[src/rtl/arm_data_memory_ctrl.sv]
// rtl/arm_data_memory_ctrl.sv - word-addressed data RAM with byte lanes, wait states, fault and clear-after-reset
module arm_data_memory_ctrl #(
    parameter int BusWidth     = 32,
    parameter int DataMemSize  = 64,
    parameter int WaitStates   = 1,
    parameter int ClearOnReset = 1
) (
    input  logic                  i_CLK,
    input  logic                  i_RESET,
    input  logic                  i_Req,
    input  logic                  i_Write_Enable,
    input  logic [BusWidth/8-1:0] i_Byte_Enable,
    input  logic [BusWidth-1:0]   i_Address,
    input  logic [BusWidth-1:0]   i_Write_Data,
    output logic [BusWidth-1:0]   o_Read_Data,
    output logic                  o_Ready,
    output logic                  o_Valid,
    output logic                  o_Fault,
    output logic                  o_Busy
);

    localparam int NB = BusWidth / 8;
    localparam int AW = (DataMemSize > 1) ? $clog2(DataMemSize) : 1;

    typedef enum logic [1:0] {
        S_INIT,
        S_IDLE,
        S_WAIT
    } state_t;

    state_t              state_q, state_d;
    logic [AW-1:0]       idx_q, idx_d;
    logic [3:0]          cnt_q, cnt_d;
    logic [BusWidth-3:0] word_q;
    logic [BusWidth-1:0] wdata_q;
    logic [NB-1:0]       be_q;
    logic                we_q;
    logic [BusWidth-1:0] rdata_q;
    logic                valid_q;
    logic                fault_q;
    logic [BusWidth-1:0] mem [DataMemSize];

    logic                accept;
    logic                access;
    logic                in_range;
    logic [AW-1:0]       mem_idx;
    logic                unused_addr_bits;

    // Byte offset bits never select anything; the RAM is word-granular.
    assign unused_addr_bits = ^i_Address[1:0];

    assign accept   = i_Req && (state_q == S_IDLE);
    assign access   = (state_q == S_WAIT) && (cnt_q == 4'd0);
    assign in_range = ({2'b00, word_q} < BusWidth'(DataMemSize));
    assign mem_idx  = word_q[AW-1:0];

    always_comb begin
        state_d = state_q;
        idx_d   = idx_q;
        cnt_d   = cnt_q;
        case (state_q)
            S_INIT: begin
                idx_d = idx_q + 1'b1;
                if (idx_q == AW'(DataMemSize - 1)) begin
                    state_d = S_IDLE;
                    idx_d   = '0;
                end
            end
            S_IDLE: begin
                if (i_Req) begin
                    state_d = S_WAIT;
                    cnt_d   = 4'(WaitStates);
                end
            end
            S_WAIT: begin
                if (cnt_q != 4'd0) begin
                    cnt_d = cnt_q - 4'd1;
                end else begin
                    state_d = S_IDLE;
                end
            end
            default: state_d = S_IDLE;
        endcase
    end

    always_ff @(posedge i_CLK) begin
        if (i_RESET) begin
            state_q <= (ClearOnReset != 0) ? S_INIT : S_IDLE;
            idx_q   <= '0;
            cnt_q   <= '0;
            valid_q <= 1'b0;
            fault_q <= 1'b0;
            rdata_q <= '0;
        end else begin
            state_q <= state_d;
            idx_q   <= idx_d;
            cnt_q   <= cnt_d;
            valid_q <= access;
            fault_q <= access && !in_range;
            if (access && !we_q) begin
                rdata_q <= in_range ? mem[mem_idx] : '0;
            end
        end
    end

    // Request fields are only meaningful once accepted, so they carry no reset.
    always_ff @(posedge i_CLK) begin
        if (accept) begin
            word_q  <= i_Address[BusWidth-1:2];
            wdata_q <= i_Write_Data;
            be_q    <= i_Byte_Enable;
            we_q    <= i_Write_Enable;
        end
    end

    always_ff @(posedge i_CLK) begin
        if (!i_RESET) begin
            if (state_q == S_INIT) begin
                mem[idx_q] <= '0;
            end else if (access && we_q && in_range) begin
                for (int k = 0; k < NB; k++) begin
                    if (be_q[k]) begin
                        mem[mem_idx][8*k +: 8] <= wdata_q[8*k +: 8];
                    end
                end
            end
        end
    end

    assign o_Read_Data = rdata_q;
    assign o_Valid     = valid_q;
    assign o_Fault     = fault_q;
    assign o_Ready     = (state_q == S_IDLE);
    assign o_Busy      = (state_q == S_INIT);

endmodule
[config.mk]
export PLATFORM = sky130hd
export DESIGN_NAME = arm_data_memory_ctrl
export DESIGN_NICKNAME = d
export VERILOG_FILES = /design/src/rtl/arm_data_memory_ctrl.sv
export SDC_FILE = /design/constraint.sdc
export NUM_CORES = 2
export LEC_CHECK = 0
export CAP_MARGIN = 10
export CORE_MARGIN = 2
export CORE_UTILIZATION = 45
export CTS_CLUSTER_SIZE = 30
export DETAILED_ROUTE_END_ITERATION = 7
export PLACE_DENSITY = 0.71
export REMOVE_ABC_BUFFERS = 1
export SKIP_LAST_GASP = 1
export SLEW_MARGIN = 0
export SYNTH_ARGS = -nofsm -noshare
export SYNTH_HDL_FRONTEND = slang
export SYNTH_SLANG_ARGS = --single-unit
[constraint.sdc]
create_clock -name i_CLK -period 3.9 [get_ports i_CLK]
set_input_delay 0.78 -clock i_CLK [delete_from_list [all_inputs] [get_ports i_CLK]]
set_output_delay 0.78 -clock i_CLK [all_outputs]
set_load 0.1 [all_outputs]
==> impl_metrics.csv <==
group,metric,value,unit
timing,post-route-min-period,3.69,ns
worst_hold_path,min_path_type,"flop to flop",
cts,htreeDepth,4,
timing,worst_slew_pin_slew,1.12,ns
detailed_routing,routedWlPerCell,28.2,um
detailed_routing,viasPerCell,5.91,
setup_path,worstSetupPathType,"flop to flop",
setup_path,arrival,4.22,ns
pwr,p_per_area,458,nW/um2
cells_and_area,n_fill_cell,14000,
cts,cts_resized,0,
cts,post_cts_buffers,0,
timing,final-hold-violation-count,0,
synth,synth.ff_latch_count,2167,
timing,setup_slack,0.214,ns
setup_path,rr_endpoint,"mem[13][25]",
setup_path,critPathSlowestCell,"or4_4",
pwr,power.total,45.1,mW
timing,fin_worst_skew,0.0395,ns
pwr,vdd_drop_max,0.479,mV
timing,report.final.setup_viol,0,
placement,dpl-instance-area,92000,um2
die,die_area,190000,um2
timing,slew_headroom,25.4,%
synth,synth.distinct_cells,58,
timing,rsz0062_at_grt,"false",
synth,netlist_area,84200,um2
cts,path_clk_slew,0.06,ns
cts,postCtsHoldBufs,0,
timing,whs,0.472,ns
detailed_routing,dr_total_vias,43100,
worst_hold_path,min_to,"o_Read_Data[23]",
detailed_routing,drtIter0Drc,5311,
die,io-pin-count,108,
setup_path,ff2ff_setup_slack,0.21,ns
timing,fin_tns_setup,0,ns
placement,dp_worst_setup_slack,-0.0648,ns
global_routing,antenna_found_initial,2,
die,dieHeight,436,um
setup_path,critPathMaxStageDelay,0.52,ns
setup_path,path_cells,"inv_1, ha_1, or3b_1, or4_4, nor4_4, buf_12, mux2i_4, buf_12, nand4_4, nor2_1, buf_4",
detailed_routing,routed_wl,206,mm
setup_path,cp.required,4.44,ns
detailed_routing,dr.pass1.iters,5,
setup_path,reg2reg_depth,11,
pwr,p_leak,27.4,nW
global_routing,grt_pass1_wl,299,mm
die,rows,158,
setup_path,crit_family,"simple AND/OR/NAND/NOR gates",
worst_hold_path,min_from,"o_Read_Data[23]",
synth,synth_edf_count,2115,
worst_hold_path,holdPathStages,2,
run_status,status,"finished clean",
setup_path,cp-end-kind,"flop",
synth,yosysSeqAreaShare,76.7,%
setup_path,timing.rr.start,"cnt_q[0]",
die,initial_core_util,45.3,%
cells_and_area,area_growth,17.0,%
cts,cts_tree,"yes",
cts,clk_latency,0.84,ns
timing,fmax,0.271,GHz
timing,slew_violations,0,
setup_path,cp_max_fo,19,
cells_and_area,layout-drive-gt1-share,27.7,%
timing,min_period_over_period,94.5,%
cells_and_area,final_area,98500,um2
synth,ys.flop_type,"edfxtp_1",
cts,cts-root-buf,"clkbuf_16",
setup_path,critPathBufInv,4,
die,coreArea,186000,um2
cts,cts_max_path_buffers,3,
die,die_w,436,um
cts,cts_num_sinks,2167,
synth,synthArstFlopShare,0,%
flow_run,cap_violations,0,
synth,yosys_warnings,0,
placement,dpl.hpwl,127,mm
placement,port_buffers,105,
cts,numCtsBuffers,203,
global_routing,overflow,0,
synth,synth_cells,4121,
global_routing,grt_use_total,21.4,%
global_routing,grt_pass1_vias,43300,
cells_and_area,finalNetCount,4721,
detailed_routing,drc_errors,0,
setup_path,cp.depth,11,
setup_path,critPathLaunchType,"flop",
synth,postSynthAreaPerCell,20.4,um2
setup_path,crit_top_cell,"buf_12",
global_routing,grt_max_degree,79,
placement,place.gp.congestion,0.854,
detailed_routing,ant_nets,0,
[routing by layer]
metal,routed length (um),up-vias,global-route usage [%]
li1,-,18100,-
met1,78300,22500,28.8
met2,100000,2211,34.8
met3,19100,346,4.36
met4,7680,2,7.90
met5,13,-,0
[flip-flops by register name (all words and copies together), names as in the netlist, 2 cells and up, named ones only]
| signal | flops |
|---|---|
| be_q | 4 |
| wdata_q | 32 |
| cnt_q | 4 |
| idx_q | 6 |
| o_Read_Data | 32 |
| mem | 2048 |
| word_q | 30 |
| state_q | 2 |
[cell families after synthesis]
group / share of synthesized area [%]
flip-flops: 76.7
AND/OR/NAND/NOR: 4.22
multiplexers: 14.9
AO/OA/AOI/OAI: 2.80
buffers and inverters: 1.29
XOR/XNOR: 0.0520
adder cells (fa/ha/maj): 0.0446
[per-stage QoR]
stage	util (%)	std cells
5_1_grt	53.1	7298
3_3_place_gp	49.6	6921
6_report	53.1	7300
2_1_floorplan	-	3876
4_1_cts	53.1	7298
3_5_place_dp	49.6	6921
[cell type report]
type	instances	area, um2	area share (%)
Antenna cell	2	5.00	0.00508
Clock buffer	269	5470	5.56
Clock inverter	108	1040	1.06
Inverter	5	25.0	0.0254
Multi-Input combinational cell	1704	18600	18.9
Sequential cell	2167	64600	65.6
Tap cell	2480	3100	3.15
Timing Repair Buffer	565	5650	5.73
[report_power, final]
part,total [mW],switching [mW],internal [mW]
Combinational,0.469,0.285,0.184
Clock,19.4,8.50,10.9
Sequential,25.3,0.0216,25.2
Total,45.1,8.81,36.3
[layout by cell type (no fill, tap or decap), types with 45 or more instances in the layout]
cell / netlist / routed
clkbuf_16: 0 / 207
o21ai_0: 69 / 69
mux4_2: 465 / 465
buf_4: 0 / 376
clkdlybuf4s50_1: 0 / 96
clkbuf_1: 132 / 56
nor2b_1: 49 / 45
nor2_1: 299 / 296
nand2_1: 184 / 184
dfxtp_1: 52 / 46
buf_12: 1 / 93
edfxtp_1: 2115 / 2115
mux2i_1: 179 / 177
a31oi_1: 47 / 47
[synthesized netlist by cell type (all sizes together), types with 13 or more instances]
library cell	count	area, um2
nand4	46	693
dfxtp	52	1040
a221o	31	310
nor3	19	95.1
nor4	15	109
edfxtp	2115	63500
a31oi	47	294
and2	39	244
nor2	307	1170
o22ai	13	81.3
mux2	17	206
nand2	184	691
mux4	465	10500
nor2b	49	307
nand3	19	95.1
clkbuf	132	495
mux2i	183	1860
a211oi	39	293
o21ai	69	345
buf	113	569
a21oi	23	115
o221ai	25	219
a221oi	34	298
[how the worst max path moves through the flow]
stage               startpoint              end
floorplan                 flop  o_Read_Data[14]
finish                cnt_q[0]      mem[13][25]
detailed placement     i_RESET      mem[13][30]
CTS                   cnt_q[0]      mem[13][28]
global route          cnt_q[0]      mem[13][31]
global placement       i_RESET      mem[13][30]
[worst reg2reg max path: stages, from the launching register on]
cell and delay, ns:
dfxtp_1 0.34, inv_1 0.09, ha_1 0.16, or3b_1 0.39
or4_4 0.52, nor4_4 0.28, buf_12 0.24, mux2i_4 0.31
buf_12 0.23, nand4_4 0.34, nor2_1 0.26, buf_4 0.21
Note: power is estimated with default switching activity, not from simulation.
